**config.mk**
```make
export PLATFORM = sky130hd
export DESIGN_NAME = butterfly_addsub
export DESIGN_NICKNAME = d
export VERILOG_FILES = /design/src/rtl/butterfly_addsub.sv
export SDC_FILE = /design/constraint.sdc
export NUM_CORES = 1
export LEC_CHECK = 0
export CAP_MARGIN = 25
export CELL_PAD_IN_SITES_DETAIL_PLACEMENT = 1
export CELL_PAD_IN_SITES_GLOBAL_PLACEMENT = 2
export CORE_ASPECT_RATIO = 1.2
export CORE_MARGIN = 4
export CORE_UTILIZATION = 25
export DETAILED_ROUTE_END_ITERATION = 10
export MAX_ROUTING_LAYER = met4
export PLACE_DENSITY = 0.71
export SLEW_MARGIN = 20
export SYNTH_ARGS = -nofsm -noshare
export SYNTH_HDL_FRONTEND = slang
export SYNTH_SLANG_ARGS = --single-unit
```
**constraint.sdc**
```tcl
create_clock -name clk -period 3.2 [get_ports clk]
set_clock_uncertainty 0.2 [all_clocks]
set_input_delay 0.8 -clock clk [delete_from_list [all_inputs] [get_ports clk]]
set_output_delay 0.8 -clock clk [all_outputs]
set_load 0.05 [all_outputs]
```
**src/rtl/butterfly_addsub.sv**
```systemverilog
// NTT butterfly add/sub stage: CT mode pairs a with a multiplier product MUL_LAT cycles later,
// GS mode combines a and b directly. Optional macro BF_DIV2_EN halves the GS sum modulo q.
module butterfly_addsub #(
  parameter int                    data_width = 12,
  parameter int                    MUL_LAT    = 4,
  parameter logic [data_width-1:0] q          = 12'd3329
) (
  input  logic                  clk,
  input  logic                  rst,
  input  logic                  in_valid,
  output logic                  in_ready,
  input  logic                  mode,
  input  logic [data_width-1:0] a,
  input  logic [data_width-1:0] b,
  input  logic [data_width-1:0] prod,
  output logic                  out_valid,
  output logic [data_width-1:0] x,
  output logic [data_width-1:0] y
);

  function automatic logic [data_width-1:0] mod_add(input logic [data_width-1:0] u,
                                                    input logic [data_width-1:0] v);
    logic [data_width:0] s;
    s = {1'b0, u} + {1'b0, v};
    if (s >= {1'b0, q}) begin
      s = s - {1'b0, q};
    end else begin
      s = s;
    end
    return s[data_width-1:0];
  endfunction

  function automatic logic [data_width-1:0] mod_sub(input logic [data_width-1:0] u,
                                                    input logic [data_width-1:0] v);
    logic [data_width:0] d;
    d = {1'b0, u} - {1'b0, v};
    if (d[data_width]) begin
      d = d + {1'b0, q};
    end else begin
      d = d;
    end
    return d[data_width-1:0];
  endfunction

`ifdef BF_DIV2_EN
  // Division by 2 in Z_q: an odd residue becomes even once q (odd) is added.
  function automatic logic [data_width-1:0] mod_half(input logic [data_width-1:0] s);
    logic [data_width:0] t;
    if (s[0]) begin
      t = {1'b0, s} + {1'b0, q};
    end else begin
      t = {1'b0, s};
    end
    return t[data_width:1];
  endfunction
`endif

  logic                  ct_acc_s;
  logic                  gs_acc_s;
  logic                  emerge_s;
  logic                  ct_done_s;
  logic [data_width-1:0] ct_x_s;
  logic [data_width-1:0] ct_y_s;
  logic [data_width-1:0] gs_x_s;
  logic [data_width-1:0] gs_y_s;

  logic [data_width-1:0] dl_a_r [MUL_LAT];
  logic [MUL_LAT-1:0]    dl_v_r;
  logic [2:0]            cnt_r;
  logic                  out_valid_r;
  logic                  out_ct_r;
  logic [data_width-1:0] x_r;
  logic [data_width-1:0] y_r;

  // GS ops wait until every CT op has left the output register, so results never collide.
  assign in_ready  = !(mode && (cnt_r != 3'd0));
  assign ct_acc_s  = in_valid && in_ready && !mode;
  assign gs_acc_s  = in_valid && in_ready && mode;
  assign emerge_s  = dl_v_r[MUL_LAT-1];
  assign ct_done_s = out_valid_r && out_ct_r;

  // Result datapath for both butterfly flavours.
  always_comb begin
    ct_x_s = mod_add(dl_a_r[MUL_LAT-1], prod);
    ct_y_s = mod_sub(dl_a_r[MUL_LAT-1], prod);
    gs_y_s = mod_sub(a, b);
`ifdef BF_DIV2_EN
    gs_x_s = mod_half(mod_add(a, b));
`else
    gs_x_s = mod_add(a, b);
`endif
  end

  // Delay line carrying a alongside the multiplier pipeline.
  always_ff @(posedge clk or negedge rst) begin
    if (!rst) begin
      dl_v_r <= '0;
      for (int i = 0; i < MUL_LAT; i++) begin
        dl_a_r[i] <= '0;
      end
    end else begin
      dl_v_r[0] <= ct_acc_s;
      dl_a_r[0] <= a;
      for (int i = 1; i < MUL_LAT; i++) begin
        dl_v_r[i] <= dl_v_r[i-1];
        dl_a_r[i] <= dl_a_r[i-1];
      end
    end
  end

  // In-flight CT counter: released only once the CT result has been presented.
  always_ff @(posedge clk or negedge rst) begin
    if (!rst) begin
      cnt_r <= 3'd0;
    end else begin
      case ({ct_acc_s, ct_done_s})
        2'b10:   cnt_r <= cnt_r + 3'd1;
        2'b01:   cnt_r <= cnt_r - 3'd1;
        default: cnt_r <= cnt_r;
      endcase
    end
  end

  // Output register: x/y hold their value between results.
  always_ff @(posedge clk or negedge rst) begin
    if (!rst) begin
      out_valid_r <= 1'b0;
      out_ct_r    <= 1'b0;
      x_r         <= '0;
      y_r         <= '0;
    end else begin
      out_valid_r <= emerge_s || gs_acc_s;
      out_ct_r    <= emerge_s;
      if (emerge_s) begin
        x_r <= ct_x_s;
        y_r <= ct_y_s;
      end else if (gs_acc_s) begin
        x_r <= gs_x_s;
        y_r <= gs_y_s;
      end else begin
        x_r <= x_r;
        y_r <= y_r;
      end
    end
  end

  assign out_valid = out_valid_r;
  assign x         = x_r;
  assign y         = y_r;

endmodule

```
# == Word-level counts from Yosys, hierarchy flattened ==
# Index checks and enable logic that the tools add are counted.
# word_totals
in_bits,40
elab_cells,44
ff_bits,81
output_inout_bits,26
# op_classes
addsub,10
reduce_logical,11
magnitude_cmp,2
eq_ne,2
mux,9
# ops
op,count
two-way mux 12 bit,8
adder 12 x 12 -> 13 bit,2
>= comparator 13 x 12 -> 1 bit (second input constant),2
subtractor 12 x 12 -> 13 bit,2
adder 12 bit (second input constant),2
subtractor 12 bit (second input constant),2
one-hot mux 3 bit (2 select lines),1
logical AND 1 bit,5
nonzero test 2 bit,2
adder 3 x 1 -> 3 bit (second input constant),1
nonzero test 3 bit,1
subtractor 3 x 1 -> 3 bit (second input constant),1
== test 2 x 1 -> 1 bit (second input constant),1
== test 2 bit (second input constant),1
zero test 1 bit,2
logical OR 1 bit,1

# == Logic depth before layout (Yosys ltp) ==
# Gate-level depths: netlist of the first run.
# logic_depth
ltp_word,7
depth_mapped,14
ltp_nobuf,13

# == Worst setup path before layout of the first run ==
# OpenSTA, ideal clock, no wires.
# synth_path
path_type,input to register
start,input port prod[4]
end,register x_r[1] (netlist: x[1])
required_ns,2.874
arrival_ns,3.541
cell_stages,12
path_buffers,1
setup_time_ns,0.126
slack_ns,-0.667
path_cell_list,inv_1 > ha_1 > buf_6 > nor2_2 > a21o_1 > or4b_4 > a2111oi_4 > a31oi_2 > o221ai_4 > nand2_4 > mux2_4 > a221o_1
# synth_between
elab_chain_cells,4
# synth_rtl
item,line_no,source
from (decl),15,"input logic [data_width-1:0] prod,"
adder 12 x 12 -> 13 bit,24,"s = {1'b0, u} + {1'b0, v};"
>= comparator 13 x 12 -> 1 bit,25,"if (s >= {1'b0, q}) begin"
two-way mux 12 bit,25,
two-way mux 12 bit,134,if (emerge_s) begin
to (signal assigned),135,x_r <= ct_x_s;
to (signal assigned),138,x_r <= gs_x_s;
to (signal assigned),141,x_r <= x_r;
to (decl),72,logic [data_width-1:0] x_r;
# No other way between the ends.
# A chain may end at the register's enable or synchronous reset.

# == Worst setup path after layout of the first run ==
# layout_path
start,input port b[4]
end,register x_r[7] (netlist: x[7])
# layout_between
elab_chain_cells,5
word_cells_on_any_way,6
cone_classes,add/sub (2); order compare (1); mux (3)
# layout_rtl
item,line_no,source
from (decl),14,"input logic [data_width-1:0] b,"
adder 12 x 12 -> 13 bit (*),24,
subtractor 12 bit or >= comparator 13 x 12 -> 1 bit (tied branches),"26, 25",
two-way mux 12 bit (*),25,
two-way mux 12 bit (*),137,end else if (gs_acc_s) begin
two-way mux 12 bit (*),134,
# Mark *: on every way between the ends. The rest lies on a longest branch, timed or not. The select of a mux whose other input is x is not followed.

==> reports/metrics.cfg, run 1 <==
[placement]
numPortBuffers = 65
dpl.hpwl_mm = 18.65
postPlaceCellArea_sq_mm = 0.009500
place.gp.congestion = 0.8434

[finish]
area_delta_synth_final_pct = 79.57
drive_above_1_share_pct = 48.82
nets = 1154
utilization_pct = 45.75
antenna_cells = 0
fin_area_sq_mm = 0.01136

[power]
p_leak_nw = 4.941
power_per_cell_area_mw_per_mm2 = 497.1
fin_total_pwr_mw = 5.647
peakVddDrop_uv = 242.7

[yosys]
synth_edf_count = 0
synth_compound_area_share_pct = 21.68
netlist_top_cells_area = dfrtp_1 32%, ha_1 11%, xnor2_1 5.5%
yosys.cell_types.count = 74
synth_xor_area_share_pct = 9.415
ys_warn_count = 0
async_flop_share_pct = 100.0
ys.flop_type = dfrtp_1
synthCells = 712
syn-num-nets = 812
ys_ff_latch = 81
synthDominantCellAreaShare_pct = 32.04
yosysTopAreaCell = dfrtp_1
syn_avg_cell_area_sq_um = 8.885
synth-simple-area-share_pct = 16.93
synth_area_sq_mm = 0.006326
ys_seq_area_share_pct = 32.04
synth_top_family_by_area = compound AO/OA/AOI/OAI gates
synth.area.mux_share_pct = 2.156
yosys.area_share.adder_pct = 12.46

[drt]
routedWlPerCell_um = 17.99
drt_iter0_drc = 281
num_vias = 6573
totalWireLength_mm = 24.90
first_pass_iters = 4
ant_nets = 0
drc = 0
vias_per_cell = 4.749

[clock_tree]
cts_tree = built
ctsHoldBuffers = 0
cts_sinks = 81
clk_latency_ns = 0.34
clockBufferDepth = 2
cts.clk_slew.worst_paths_ns = 0.07
cts-htree-levels = 3
cts_root_buffer = clkbuf_16
numCtsBuffers = 9

[die]
ios = 66
core_sq_mm = 0.02483
die_area_sq_mm = 0.02792
start_util_pct = 25.48
die_y_um = 182.3
row_count = 63
die_w_um = 153.2

[timing]
period_needed_ns = 3.522
tightest_slew_ns = 0.6533
fmax_mhz = 283.9
fin_crit_sh_pct = 110.1
whs_ns = 0.1483
finalSetupViolations = 17
relSlewSlack_pct = 56.11
rsz0062_at_grt = true
finalHoldViolCount = 0
setup_ws_ns = -0.3219
drv_slew = 0
final.setup.tns_ns = -3.633

[global_routing]
antenna_found_initial = 0
grt_pass1_vias = 7210
grt.overflow.total = 0
grt_pass1_wl_mm = 38.08
grt_usage_pct = 17.39
grt_max_degree = 48

[setup_path]
start_kind = input port
worst_setup_path_end_kind = register
crit_path_max_fanout = 5
cp.required_ns = 3.25
crit_start = b[4]
critPathKind = in2reg
timing.critical_path.arrival_ns = 3.57
worstReg2RegStart = dl_a_r[1]$_DFF_PN0_
r2r_cells = 10
r2r_end = x[1]$_DFFE_PN0P_
crit_end = x[7]$_DFFE_PN0P_
rrSetupSlack_ns = -0.18

[hold_path]
min_path_type = reg2reg

[run]
maxCapViolCount = 0

[status]
outcome = complete, but fails checks
violations = negative setup slack

## flip-flops by register name, indices dropped and copies added (netlist names)
name       count
dl_v_r         4
out_ct_r       1
x             12
out_valid      1
cnt_r          3
y             12
dl_a_r        48
## critical path, stage by stage
cell and delay (ns):
clkdlybuf4s15_2 0.19, buf_4 0.13, ha_4 0.15, nor2b_4 0.12, or4_4 0.52, o211ai_1 0.28
and3_4 0.25, o22ai_4 0.09, a21oi_4 0.22, nor2_4 0.08, or4_1 0.51, a32oi_1 0.20
## power breakdown
group / switching [mW] / internal (mW)
Clock: 0.455 / 0.621
Sequential: 0.175 / 1.20
Combinational: 1.71 / 1.49
Total: 2.34 / 3.31
## area by class of cell
class                      count  area, sq um
tap                          325        406.6
sequential                    81         2027
clock inverter                 7        85.08
fill                        2787        13470
clock buffer                   9        225.2
inverter                      59        246.5
multi-input combinational    546         5390
timing repair buffer         357         2979
## per-layer routing
layer	vias up	track usage [%]	wire (um)
li1	3195	-	-
met1	3269	18.93	9826
met2	79	33.97	14180
met3	30	1.020	299
met4	0	4.777	599
met5	-	-	0
## layout by cell type, fill, tap and decap left out, types with 9 or more instances in the layout
| cell | count |
|---|---|
| buf_4 | 261 |
| dfrtp_1 | 81 |
| nor2_1 | 47 |
| inv_1 | 42 |
| nand2_1 | 42 |
| clkdlybuf4s50_1 | 40 |
| buf_6 | 35 |
| a21oi_1 | 30 |
| xnor2_1 | 28 |
| ha_1 | 26 |
| ha_4 | 24 |
| xor2_1 | 21 |
| nand3_1 | 16 |
| o21ai_0 | 15 |
| inv_2 | 14 |
| o21ai_1 | 13 |
| nor3_1 | 12 |
| nor2b_1 | 11 |
| a21oi_2 | 10 |
| mux2i_1 | 10 |
| a211oi_2 | 10 |
| o21a_1 | 9 |
| and3_1 | 9 |
| clkbuf_16 | 9 |
## worst min-delay path by stage
stage                               from  slack, ns  depth (start not counted)                    to
floorplan           dl_a_r[12]$_DFF_PN0_       0.13                          0   dl_a_r[0]$_DFF_PN0_
global placement    dl_a_r[37]$_DFF_PN0_       0.13                          0  dl_a_r[25]$_DFF_PN0_
detailed placement  dl_a_r[19]$_DFF_PN0_       0.14                          0   dl_a_r[7]$_DFF_PN0_
CTS                 dl_a_r[19]$_DFF_PN0_       0.15                          0   dl_a_r[7]$_DFF_PN0_
global route        dl_a_r[40]$_DFF_PN0_       0.15                          0  dl_a_r[28]$_DFF_PN0_
finish              dl_a_r[19]$_DFF_PN0_       0.15                          0   dl_a_r[7]$_DFF_PN0_
## Yosys cell counts (7+ instances only)
cell,instances
dfrtp_1,81
inv_1,59
ha_1,55
nor2_1,51
nand2_1,46
a21oi_1,43
xnor2_1,40
o21ai_0,34
xor2_1,28
clkbuf_1,22
a211oi_1,21
nand3_1,20
nor3_1,16
nor2b_1,15
o21a_1,12
and3_1,11
mux2i_1,11
nand2b_1,10
o31ai_1,9
a21o_1,7
## cell families (layout without fill, tap and decap cells)
group | Yosys count | count (layout)
DFF | 81 | 81
adders and majority gates | 60 | 60
muxes | 13 | 13
AOI/OAI and AO/OA | 192 | 193
buffers and inverters | 86 | 432
xor gates and xnor gates | 68 | 68
and+or+nand+nor | 212 | 212
## repair_timing
item / in CTS / in global routing
resized for setup: 232 / 86
cloned: 1 / 0
buffers inserted: 30 / 13
pin swaps: 93 / 67
setup endpoints to repair: 24 / 24
endpoints found under the hold margin: 0 / 0
## per-stage QoR
stage                     setup slack (ns)  cells
after floorplan                    -0.6375    712
after global placement              -1.211   1329
after detailed placement            -1.252   1329
after CTS                          -0.2678   1372
after global routing               -0.4281   1384
final                              -0.3219   1384
(Power assumes the default switching activity.)
==> run 2, diff against run 1 <==
--- a/config.mk
+++ b/config.mk
@@ -12,8 +12,9 @@
 export CORE_MARGIN = 4
 export CORE_UTILIZATION = 25
 export DETAILED_ROUTE_END_ITERATION = 10
+export GPL_TIMING_DRIVEN = 0
 export MAX_ROUTING_LAYER = met4
-export PLACE_DENSITY = 0.71
+export PLACE_DENSITY = 0.68
 export SLEW_MARGIN = 20
 export SYNTH_ARGS = -nofsm -noshare
 export SYNTH_HDL_FRONTEND = slang
==> run 2 against run 1 <==
  * The flow still finishes with violations (negative setup slack)
  * Register-to-register slack worse by 0.10 ns
  * First-iteration DRC count shrank 5.0%
  * Non-clock buffer count down 180
  * Sequential share of layout area up 2.7 points
  * Via count shrank 11%
  * Total power shrank 9.6%
  * Global-route usage decreased by 1.4 points
  * Critical endpoint is now x[8]$_DFFE_PN0P_
  * Largest power group unchanged
  * Highest routed layer unchanged
==> reports/metrics.cfg, run 2 (synthesis results as in run 1) <==
[clock_tree]
cts-htree-levels = 3  ; unchanged
numCtsBuffers = 9  ; unchanged
cts_root_buffer = clkbuf_16
cts_tree = built
clockBufferDepth = 2  ; unchanged
clk_latency_ns = 0.34  ; about the same
ctsHoldBuffers = 0  ; unchanged
cts_sinks = 81  ; unchanged
cts.clk_slew.worst_paths_ns = 0.06  ; about the same

[drt]
drt_iter0_drc = 267  ; -5.0%
drc = 0  ; unchanged
totalWireLength_mm = 22.13  ; -11%
vias_per_cell = 4.838  ; +1.9%
first_pass_iters = 4  ; unchanged
routedWlPerCell_um = 18.38  ; +2.2%
num_vias = 5825  ; -11%
ant_nets = 0  ; unchanged

[run]
maxCapViolCount = 0  ; unchanged

[finish]
area_delta_synth_final_pct = 56.13
mostFrequentLayoutCells = 81 x dfrtp_1, 75 x buf_4, 46 x nand2_1, 45 x nor2_1, 42 x inv_1
regMostFlops = dl_a_r
finalNonFillerCells = 1204  ; -13%
largest_register_ffs = 48  ; unchanged
nets = 974  ; -16%
nFillCells = 2774  ; -0.47%
drive_above_1_share_pct = 36.86  ; -12 points
antenna_cells = 0  ; unchanged
utilization_pct = 39.78  ; -6.0 points
layout_commonest_cell = dfrtp_1

[timing]
relSlewSlack_pct = 49.77  ; -6.3 points
fin_crit_sh_pct = 111.0  ; +0.98 points
finalHoldViolCount = 0  ; unchanged
fmax_mhz = 281.4  ; -0.89%
period_needed_ns = 3.553  ; +0.03144 ns
drv_slew = 0  ; unchanged
finalSetupViolations = 19  ; +2
setup_ws_ns = -0.3533  ; -0.03144 ns
final.setup.tns_ns = -4.724  ; -1.092 ns
tightest_slew_ns = 0.7506  ; +0.09735 ns
rsz0062_at_grt = true

[setup_path]
worst_setup_path_end_kind = register
start_kind = input port
cp.required_ns = 3.22  ; -0.03 ns
r2r_cells = 10  ; unchanged
crit_path_max_fanout = 5  ; unchanged
timing.critical_path.arrival_ns = 3.57  ; about the same
rrSetupSlack_ns = -0.28  ; -0.10 ns
r2r_end = x[1]$_DFFE_PN0P_
critPathKind = in2reg
worstReg2RegStart = dl_a_r[1]$_DFF_PN0_

[placement]
dpl.hpwl_mm = 16.39  ; -12%
place_inst = 1103  ; -17%
place.gp.congestion = 0.8208  ; -2.7%
numPortBuffers = 65  ; unchanged

[global_routing]
grt_pass1_vias = 6292  ; -13%
grt_pass1_wl_mm = 34.80  ; -8.6%
grt_usage_pct = 15.97  ; -1.4 points
grt_max_degree = 56  ; +17%
grt.overflow.total = 0  ; unchanged
antenna_found_initial = 0  ; unchanged

[die]
die_area_sq_mm = 0.02792  ; unchanged
die_y_um = 182.3  ; unchanged
row_count = 63  ; unchanged
core_sq_mm = 0.02483  ; unchanged
ios = 66  ; unchanged
start_util_pct = 25.48  ; unchanged
die_w_um = 153.2  ; unchanged

[hold_path]
min_path_cells = 0  ; unchanged
hp-start = dl_a_r[23]$_DFF_PN0_
min_path_type = reg2reg
hold-path-endpoint = dl_a_r[11]$_DFF_PN0_

[status]
violations = negative setup slack
outcome = complete, but fails checks

[power]
p_seq_share_pct = 26.5  ; +2.2 points
power_switching_mw = 2.180  ; -6.8%
fin_total_pwr_mw = 5.106  ; -9.6%
power_per_cell_area_mw_per_mm2 = 516.9  ; +4.0%
p_int_mw = 2.926  ; -12%
p_leak_nw = 4.017  ; -19%
power_frac_clock_pct = 18.6  ; -0.5 points
combinationalPowerShare_pct = 54.9  ; -1.7 points
peakVddDrop_uv = 207.0  ; -15%
p_sw_share_pct = 42.69  ; +1.3 points

==> run 2: cell types whose count changed in the layout (fill, tap and decap cells not counted), sizes merged <==
cell,before,now
clkbuf,10,24
bufinv,1,0
clkinv,0,2
dlygate4sd2,6,7
clkdlybuf4s15,4,2
dlymetal6s2s,0,1
buf,306,114
inv,63,59
clkinvlp,2,3
==> run 2: worst max path at each step <==
stage          slack, ns  startpoint  cells past startpoint                  end
6_report           -0.35        a[1]                     12     x[8]$_DFFE_PN0P_
5_1_grt            -0.44        a[0]                     13     x[8]$_DFFE_PN0P_
4_1_cts            -0.37     prod[4]                     13     x[1]$_DFFE_PN0P_
3_5_place_dp       -1.68        a[0]                     12     x[7]$_DFFE_PN0P_
3_3_place_gp       -1.84         rst                      1  dl_a_r[6]$_DFF_PN0_
2_1_floorplan      -0.64     prod[4]                     12     x[1]$_DFFE_PN0P_
==> run 2: layout make-up <==
type                            count  area, sq um  area share (%)
Multi-Input combinational cell    546         5301           53.67
Sequential cell                    81         2027           20.52
Timing Repair Buffer              161         1498           15.16
Tap cell                          325        406.6           4.117
Inverter                           59        251.5           2.546
Clock buffer                       11        232.7           2.356
Buffer                             16        127.6           1.292
Clock inverter                      5        32.53          0.3294
==> run 2: worst max-delay path, cell delays in order <==
cell      delay, ns
buf_6          0.12
ha_4           0.24
nand2b_4       0.14
a221o_1        0.40
a211oi_4       0.41
o221ai_4       0.19
o41ai_4        0.42
a21oi_4        0.14
buf_6          0.15
o22ai_2        0.16
xnor2_1        0.10
a221o_1        0.29
==> run 2: routing by layer <==
layer | part of all wire, % | up-vias | track usage, % | wire, um
met5 | 0 | - | - | 0
met2 | 55 | 52 | 30.44 | 12170
met4 | 1.8 | 0 | 4.349 | 393
li1 | - | 2852 | - | -
met1 | 42 | 2895 | 17.99 | 9313
met3 | 1.1 | 26 | 0.9962 | 253
==> run 2: stage by stage <==
stage | instance area (sq um) | hold slack [ns] | setup WS (ns)
2_1_floorplan | 6639 | 0.1312 | -0.6375
3_3_place_gp | 7696 | 0.1327 | -1.836
3_5_place_dp | 7721 | 0.1362 | -1.676
4_1_cts | 9369 | 0.1417 | -0.3697
5_1_grt | 9877 | 0.1510 | -0.4432
6_report | 9877 | 0.1460 | -0.3533
==> run 2: repair_timing <==
| item | 4_1_cts | 5_1_grt |
|---|---|---|
| gates resized for setup | 261 | 71 |
| pin swaps | 90 | 61 |
| buffers inserted | 67 | 29 |
| gates cloned | 1 | 0 |
| endpoints found under the setup margin | 24 | 24 |
==> run 2: power by group through the flow <==
stage | Combinational, mW | Clock (mW) | Sequential [mW]
floorplan | 1.08 | 0 | 1.72
global placement | 2.15 | 0 | 1.37
detailed placement | 2.17 | 0 | 1.37
CTS | 2.63 | 0.979 | 1.36
global route | 2.99 | 1.02 | 1.37
finish | 2.80 | 0.948 | 1.35
==> run 3, diff against run 2 <==
--- a/config.mk
+++ b/config.mk
@@ -5,7 +5,7 @@
 export SDC_FILE = /design/constraint.sdc
 export NUM_CORES = 1
 export LEC_CHECK = 0
-export CAP_MARGIN = 25
+export CAP_MARGIN = 10
 export CELL_PAD_IN_SITES_DETAIL_PLACEMENT = 1
 export CELL_PAD_IN_SITES_GLOBAL_PLACEMENT = 2
 export CORE_ASPECT_RATIO = 1.2
@@ -13,8 +13,8 @@
 export CORE_UTILIZATION = 25
 export DETAILED_ROUTE_END_ITERATION = 10
 export GPL_TIMING_DRIVEN = 0
-export MAX_ROUTING_LAYER = met4
 export PLACE_DENSITY = 0.68
+export SKIP_CTS_REPAIR_TIMING = 1
 export SLEW_MARGIN = 20
 export SYNTH_ARGS = -nofsm -noshare
 export SYNTH_HDL_FRONTEND = slang
==> run 3 against run 2 <==
  * Critical path depth increased by 1
  * Total power shrank 0.84%
  * Largest power group unchanged
  * First-iteration DRC count fell by 16%
  * Worst hold slack got worse by 0.0035 ns
  * Non-clock buffer count is the same
  * Global-route usage shrank 1.6 points
  * The run still ends with negative setup slack left
  * Final cell count unchanged
  * Clock power is 0.4% higher
  * Worst setup slack got worse by 0.095 ns
  * Via count up 0.31%
==> reports/metrics.cfg, run 3 (synthesis results as in run 1) <==
[setup_path]
critPathKind = in2reg
rrSetupSlack_ns = -0.32  ; -0.04 ns
timing.critical_path.arrival_ns = 3.67  ; +0.10 ns
start_kind = input port
cp.required_ns = 3.22  ; about the same
worstReg2RegStart = dl_a_r[4]$_DFF_PN0_
r2r_end = x[1]$_DFFE_PN0P_
worst_setup_path_end_kind = register
r2r_cells = 11  ; +1
crit_path_max_fanout = 5  ; unchanged

[clock_tree]
cts_sinks = 81  ; unchanged
cts_root_buffer = clkbuf_16
clk_latency_ns = 0.34  ; about the same
clockBufferDepth = 2  ; unchanged
cts-htree-levels = 3  ; unchanged
cts.clk_slew.worst_paths_ns = 0.06  ; about the same
numCtsBuffers = 9  ; unchanged
cts_tree = built

[drt]
drc = 0  ; unchanged
routedWlPerCell_um = 18.39  ; about the same
met2_length_mm = 12.27  ; +0.80%
num_vias = 5843  ; +0.31%
drt_iter0_drc = 225  ; -16%
totalWireLength_mm = 22.14  ; about the same
first_pass_iters = 4  ; unchanged
top_layer_used = met4
met3WireLength_um = 414  ; +64%
met1_length_mm = 9.116  ; -2.1%
vias_per_cell = 4.853  ; +0.31%
ant_nets = 0  ; unchanged

[timing]
final.setup.tns_ns = -5.054  ; -0.3302 ns
setup_ws_ns = -0.4479  ; -0.09455 ns
period_needed_ns = 3.648  ; +0.09455 ns
fmax_mhz = 274.1  ; -2.6%
finalHoldViolCount = 0  ; unchanged
tightest_slew_ns = 0.7599  ; +0.009337 ns
fin_crit_sh_pct = 114.0  ; +3.0 points
rsz0062_at_grt = true
finalSetupViolations = 18  ; -1
drv_slew = 0  ; unchanged
relSlewSlack_pct = 48.69  ; -1.1 points

[finish]
largest_register_ffs = 48  ; unchanged
drive_above_1_share_pct = 34.58  ; -2.3 points
mostFrequentLayoutCells = 82 x buf_4, 81 x dfrtp_1, 45 x inv_1, 45 x nor2_1, 44 x nand2_1
nets = 974  ; unchanged
antenna_cells = 0  ; unchanged
area_delta_synth_final_pct = 53.48
regMostFlops = dl_a_r
layout_commonest_cell = buf_4

[power]
p_sw_share_pct = 42.67  ; about the same
p_seq_share_pct = 26.7  ; +0.2 points
power_per_cell_area_mw_per_mm2 = 521.4  ; +0.87%
peakVddDrop_uv = 202.4  ; -2.2%
power_frac_clock_pct = 18.8  ; +0.2 points
combinationalPowerShare_pct = 54.5  ; -0.4 points
p_int_mw = 2.903  ; -0.80%
p_leak_nw = 4.049  ; +0.81%
power_switching_mw = 2.160  ; -0.90%
fin_total_pwr_mw = 5.062  ; -0.84%

[global_routing]
grt_max_degree = 56  ; unchanged
grt_pass1_vias = 5747  ; -8.7%
antenna_found_initial = 0  ; unchanged
grt.overflow.total = 0  ; unchanged
grt_pass1_wl_mm = 32.19  ; -7.5%
grt_usage_pct = 14.42  ; -1.6 points

[hold_path]
min_path_type = reg2reg
min_path_cells = 0  ; unchanged
hold-path-endpoint = dl_a_r[11]$_DFF_PN0_
hp-start = dl_a_r[23]$_DFF_PN0_

[die]
core_sq_mm = 0.02483  ; unchanged
die_y_um = 182.3  ; unchanged
ios = 66  ; unchanged
die_area_sq_mm = 0.02792  ; unchanged
row_count = 63  ; unchanged
die_w_um = 153.2  ; unchanged
start_util_pct = 25.48  ; unchanged

[placement]
numPortBuffers = 65  ; unchanged
pre_cts_ws_ns = -1.676  ; unchanged
place.gp.congestion = 0.8090  ; -1.4%
dpl.hpwl_mm = 16.39  ; unchanged

[status]
violations = negative setup slack
outcome = complete, but fails checks

[run]
maxCapViolCount = 0  ; unchanged

-- run 3: layout make-up --
type,instances,area [sq um]
inverters,59,249.0
clock inverters,5,32.53
clock buffers,11,232.7
multi-input cells,546,5152
repair buffers,160,1488
flip-flops and latches,81,2027
well taps,325,406.6
plain buffers,17,121.4
fillers,2784,15120
-- run 3: power by group through the flow --
stage | sequential (mW) | combinational [mW] | clock, mW
final | 1.35 | 2.76 | 0.952
after global routing | 1.37 | 2.95 | 1.02
after CTS | 1.36 | 2.18 | 0.979
after detailed placement | 1.37 | 2.17 | 0
after global placement | 1.37 | 2.15 | 0
after floorplan | 1.72 | 1.08 | 0
-- run 3: metrics by stage --
stage / utilization, % / hold WS (ns) / std cells / area [sq um]
finish: 39.10 / 0.1425 / 1204 / 9709
global route: 39.10 / 0.1510 / 1204 / 9709
CTS: 32.16 / 0.1417 / 1119 / 7986
detailed placement: 31.10 / 0.1362 / 1103 / 7721
global placement: 31.00 / 0.1327 / 1102 / 7696
floorplan: - / 0.1312 / 712 / 6639
-- run 3: how the worst max path moves through the flow --
stage	startpoint	to	slack, ns
2_1_floorplan	prod[4]	x[1]$_DFFE_PN0P_	-0.64
3_3_place_gp	rst	dl_a_r[6]$_DFF_PN0_	-1.84
3_5_place_dp	a[0]	x[7]$_DFFE_PN0P_	-1.68
4_1_cts	a[0]	x[7]$_DFFE_PN0P_	-1.33
5_1_grt	prod[4]	x[3]$_DFFE_PN0P_	-0.52
6_report	prod[4]	x[1]$_DFFE_PN0P_	-0.45
-- run 3: critical path: stages --
cell and delay (ns):
buf_8 0.09, inv_8 0.03, ha_4 0.25, buf_12 0.11
nor2_4 0.04, a21o_1 0.20, or4b_4 0.51, a2111oi_4 0.47
a31oi_4 0.17, o221ai_4 0.30, nand2_4 0.10, mux2_4 0.30
a221o_1 0.29
-- run 3: per-layer routing --
layer  track usage, %  vias up
met3            1.186       18
met5                0        -
met1            17.31     2901
met4            4.171        0
met2            27.30       82
li1                 -     2842
==> RTL change 1: new RTL, flow settings as in run 2 <==
The parameter `MUL_LAT` goes from 4 to 8.
--- a/src/rtl/butterfly_addsub.sv
+++ b/src/rtl/butterfly_addsub.sv
@@ -4,3 +4,3 @@
   parameter int                    data_width = 12,
-  parameter int                    MUL_LAT    = 4,
+  parameter int                    MUL_LAT    = 8,
   parameter logic [data_width-1:0] q          = 12'd3329
Check against the original RTL: not equivalent (Yosys sat finds a counterexample within 10 cycles, from zero or initial values and one cycle with rst low).
==> RTL change 1 against run 2 <==
The flow still finishes with violations (setup timing). Fmax grew 2.7%. Global-route usage fell by 1.4 points. Power increased by 36%. Register-to-register slack improved by 0.04 ns. Synthesized area is 19% higher. Sequential cell count up 52. Combinational power increased by 2%. Routed wire length up 6.9%. Design area rose by 18%. Clock power is 120% higher. Worst setup slack better by 0.093 ns. Largest cell class unchanged. Highest routed layer unchanged.
==> RTL change 1: results (changes against run 2) <==
[detailed_routing]
via_per_inst=4.711  ; -2.6%
drc=0  ; unchanged
dr.pass1.iters=4  ; unchanged
ant_nets=0  ; unchanged
drt_iter0_drc=176  ; -34%
wl_mm=23.67  ; +6.9%

[synth]
async_flop_share_pct=100.0  ; unchanged
yosys-top-cells-area=dfrtp_1 44%, ha_1 9.1%, xnor2_1 4.9%, xor2_1 2.8%, inv_1 2.7%
synthCells=736  ; +3.4%
synth_warnings=0  ; unchanged
synth_nets=836  ; +3.0%
yosys-top-cells-count=133 x dfrtp_1, 55 x ha_1, 54 x inv_1, 48 x nor2_1, 42 x xnor2_1
ys.flop_type=dfrtp_1
ys_seq_area_share_pct=44.14  ; +12 points
ys_types=73  ; -1.4%

[global_route]
grt-ovfl-total=0  ; unchanged
grt_use_total_pct=14.53  ; -1.4 points
first_global_vias=6695  ; +6.4%
grt_pass1_wl_mm=36.98  ; +6.3%
grt_max_degree=90  ; +61%

[power]
p_leak_nw=4.841  ; +21%
peakVddDrop_v=0.0004045  ; +95%
p_per_area_mw_per_mm2=596.4  ; +15%

[worst_setup_path]
worstPathArrival_ns=3.54  ; -0.03 ns
crit_family=simple AND/OR/NAND/NOR gates
slowest_delay_ns=0.40  ; -0.02 ns
worstPathMaxFanout=7  ; +2
cp_slowest_cell=or3_4

[sta]
fin_ws_ns=-0.2606  ; +0.09271 ns
finalSetupTns_ns=-2.511  ; +2.214 ns
worstMarginPinSlew_ns=0.7331  ; -0.01745 ns
setup_viol_count_final=17  ; -2

[clock_network]
numCtsBuffers=17  ; +8
post_cts.repair.setup_buffers=67  ; unchanged
clk_path_buf_depth=2  ; unchanged
cts.clk_slew.worst_paths_ns=0.05
clock-root-buffer=clkbuf_16
cts_resized=267  ; +2.3%
cts_max_level=4  ; +1
insertion_delay_ns=0.41  ; +0.07 ns
cts_hold_buf=0  ; unchanged

[layout]
antenna_cells=0  ; unchanged
fin_nets=1019  ; +4.6%
drive_gt1_share_pct=40.56  ; +3.7 points
instances_no_fill=1322  ; +9.8%
fillers=3259  ; +17%
top_register=dl_a_r
largest_reg_flops=96  ; +100%

[hold_path]
hold_class=in2async

[placement]
place.gp.congestion=0.7879  ; -4.0%
place_area_mm2=0.008907  ; +15%
dp_hpwl_mm=16.58  ; +1.2%
portBuffers=65  ; unchanged
pre_cts_slack_ns=-1.478  ; +0.1983 ns
placedCellCount=1192  ; +8.1%

[run_status]
violations=setup timing
status=finished with violations

-- RTL change 1: changes by cell type after synthesis, sizes merged, moves of 7 or more --
cell	delta
dfrtp	+52
nand2	-17
a211oi	-11
clkbuf	-8
nand3	-8
nor3	+8
buf	+7
o22ai	+7
-- RTL change 1: layout make-up --
cell class	count	area, µm²	area share [%]
multi-input cells	523	5264	45.17
flip-flops and latches	133	3328	28.56
repair buffers	169	1495	12.83
well taps	390	488.0	4.187
clock buffers	20	446.7	3.833
inverters	54	232.7	1.997
plain buffers	21	222.7	1.911
clock inverters	12	176.4	1.514
-- RTL change 1: power breakdown --
part	switching [mW]	internal, mW
Sequential	0.173	1.89
Combinational	1.62	1.23
Clock	0.715	1.32
-- RTL change 1: logic make-up after synthesis --
logic type,count (synthesis),share of synthesized area (%)
compound gates,180,16.55
xor+xnor,69,8.314
fa+ha+maj,60,10.45
buf+inv,80,4.530
flops,133,44.14
mux,8,1.079
simple gates,206,14.94
-- RTL change 1: path summary, 6_finish.rpt --
| path | startpoint | to | slack (ns) | cells after the start |
|---|---|---|---|---|
| min in group clk | dl_a_r[44]$_DFF_PN0_ | dl_a_r[32]$_DFF_PN0_ | 0.14 | 0 |
| max | prod[3] | x[10]$_DFFE_PN0P_ | -0.26 | 14 |
| min | rst | dl_v_r[0]$_DFF_PN0_ | 0.07 | 1 |
| max in group asynchronous | rst | dl_a_r[34]$_DFF_PN0_ | 1.97 | 2 |
| min reg2reg | dl_a_r[44]$_DFF_PN0_ | dl_a_r[32]$_DFF_PN0_ | 0.14 | 0 |
| max reg2reg | dl_a_r[5]$_DFF_PN0_ | x[10]$_DFFE_PN0P_ | -0.24 | 13 |
-- RTL change 1: per-layer routing --
metal	wire length, µm	GRT usage (%)
met3	377	1.937
met4	685	4.698
met2	13000	26.84
met5	0	-
met1	9607	16.26
==> RTL change 2: new RTL, config.mk and constraints of run 2 <==
Without the edit above. Reset style: synchronous (`rst`), changed in 3 clocked blocks.
--- a/src/rtl/butterfly_addsub.sv
+++ b/src/rtl/butterfly_addsub.sv
@@ -94,3 +94,3 @@
   // Delay line carrying a alongside the multiplier pipeline.
-  always_ff @(posedge clk or negedge rst) begin
+  always_ff @(posedge clk) begin
     if (!rst) begin
@@ -111,3 +111,3 @@
   // In-flight CT counter: released only once the CT result has been presented.
-  always_ff @(posedge clk or negedge rst) begin
+  always_ff @(posedge clk) begin
     if (!rst) begin
@@ -124,3 +124,3 @@
   // Output register: x/y hold their value between results.
-  always_ff @(posedge clk or negedge rst) begin
+  always_ff @(posedge clk) begin
     if (!rst) begin
Function: differs if rst is asserted again (counterexample within 4 cycles, from zero or initial values and one cycle with rst low); with rst held inactive, the same outputs for 10 cycles.
==> RTL change 2 against run 2 <==
The run still ends with setup timing left. Worst setup slack got worse by 0.047 ns. Utilization is 1.9 points higher. Combinational power shrank 36%. Sequential cell count did not move. Sequential power fell by 19%. First-iteration DRC count down 28%. Design area up 5.4%. Global-route usage up 0.73 points. Synthesized area is 1.0% higher. Power down 21%. Routed wire length grew 6.6%. Critical path type unchanged.
==> RTL change 2: results (changes against run 2) <==
[global_route]
gr-usage-met2_pct=31.08  ; +0.64 points
use_met3_pct=1.062  ; +0.066 points
grt_pass1_wl_mm=36.57  ; +5.1%
use_met1_pct=19.27  ; +1.3 points
first_global_vias=6487  ; +3.1%
grt_use_total_pct=16.70  ; +0.73 points
antenna_found_initial=0  ; unchanged
grt_max_degree=17  ; -70%

[detailed_routing]
wl_met2_mm=12.85  ; +5.5%
wl_met1_mm=9.782  ; +5.0%
drt_iter0_drc=193  ; -28%
dr_total_vias=6122  ; +5.1%
routed.top_layer=met4
dr.pass1.iters=4  ; unchanged
dr_wl_met3_um=466  ; +84%
wl_mm=23.60  ; +6.6%

[synth]
yosys-top-cells-count=81 x dfxtp_1, 55 x and2_1, 55 x ha_1, 53 x inv_1, 47 x nor2_1
synthCells=756  ; +6.2%
synth_nets=856  ; +5.4%
ys.flop_type=dfxtp_1
ys_seq_area_share_pct=25.37  ; -6.7 points
async_flop_share_pct=0  ; -100 points
yosys-top-cells-area=dfxtp_1 25%, ha_1 11%, xnor2_1 6.2%, and2_1 5.4%, inv_1 3.1%
ys_types=92  ; +24%

[layout]
fin_nets=1047  ; +7.5%
drive_gt1_share_pct=42.54  ; +5.7 points
instances_no_fill=1277  ; +6.1%
antenna_cells=0  ; unchanged

[clock_network]
cts_resized=329  ; +26%
clk_path_buf_depth=2  ; unchanged
cts_max_level=3  ; unchanged
cts.clk_slew.worst_paths_ns=0.07
numCtsBuffers=9  ; unchanged
post_cts.repair.setup_buffers=89  ; +33%

[sta]
setup_viol_count_final=20  ; +1
slew-limit-headroom_pct=37.80  ; -12 points
finalSetupTns_ns=-4.788  ; -0.06321 ns
fin_ws_ns=-0.3998  ; -0.04651 ns

[placement]
portBuffers=64  ; -1.5%
dp_hpwl_mm=17.41  ; +6.2%
pre_cts_slack_ns=-1.540  ; +0.1358 ns
placedCellCount=1145  ; +3.8%
place.gp.congestion=0.8112  ; -1.2%

[power]
peakVddDrop_v=0.0002619  ; +27%
p_leak_nw=4.147  ; +3.2%
p_comb_share_pct=44.1  ; -11 points
p_sw_mw=1.435  ; -34%
seqPwrFrac_pct=27.2  ; +0.7 points

[run_status]
status=finished with violations
violations=setup timing

[hold_path]
hold_class=reg2reg

[worst_setup_path]
worstPathMaxFanout=4  ; -1
worstPathArrival_ns=3.66  ; +0.09 ns

[RTL change 2: worst paths after layout]
path                                               start                  endpoint  slack (ns)  depth (start not counted)
worst max-delay path                                a[0]        y[10]$_SDFFE_PN0P_       -0.40                         14
worst min-delay path            dl_a_r[0][20]$_SDFF_PN0_  dl_a_r[0][32]$_SDFF_PN0_        0.23                          1
worst max register to register  dl_a_r[0][36]$_SDFF_PN0_         x[6]$_SDFFE_PN0P_       -0.22                         11
worst min register to register  dl_a_r[0][20]$_SDFF_PN0_  dl_a_r[0][32]$_SDFF_PN0_        0.23                          1
[RTL change 2: critical path: stages]
cell      delay, ns
buf_12         0.12
inv_12         0.05
ha_4           0.13
inv_2          0.04
fa_2           0.33
a21o_1         0.19
a21oi_4        0.18
xnor2_2        0.15
or3b_4         0.41
or3_4          0.37
or3_4          0.35
a221oi_4       0.29
a311oi_2       0.11
o22ai_1        0.15
[RTL change 2: cells by family after synthesis]
family                     Yosys count  share of synthesized area [%]
DFF                                 81                          25.37
muxes                               10                          1.586
xor gates and xnor gates            64                          9.221
adders and majority gates           60                          12.33
and+or+nand+nor                    279                          24.45
AOI/OAI and AO/OA                  179                          21.91
buffers and inverters               83                          5.129
[RTL change 2: layout make-up]
| class | count | area [µm²] |
|---|---|---|
| plain buffers | 26 | 197.7 |
| clock buffers | 9 | 225.2 |
| clock inverters | 7 | 108.9 |
| fillers | 2741 | 14580 |
| inverters | 54 | 240.2 |
| multi-input cells | 592 | 5983 |
| flip-flops and latches | 81 | 1622 |
| well taps | 325 | 406.6 |
| repair buffers | 183 | 1623 |
[RTL change 2: metrics by stage]
stage	power (mW)	area, µm²
3_5_place_dp	2.328	7755
3_3_place_gp	2.322	7755
6_report	4.027	10410
4_1_cts	3.879	9859
5_1_grt	4.228	10410
2_1_floorplan	1.952	6708
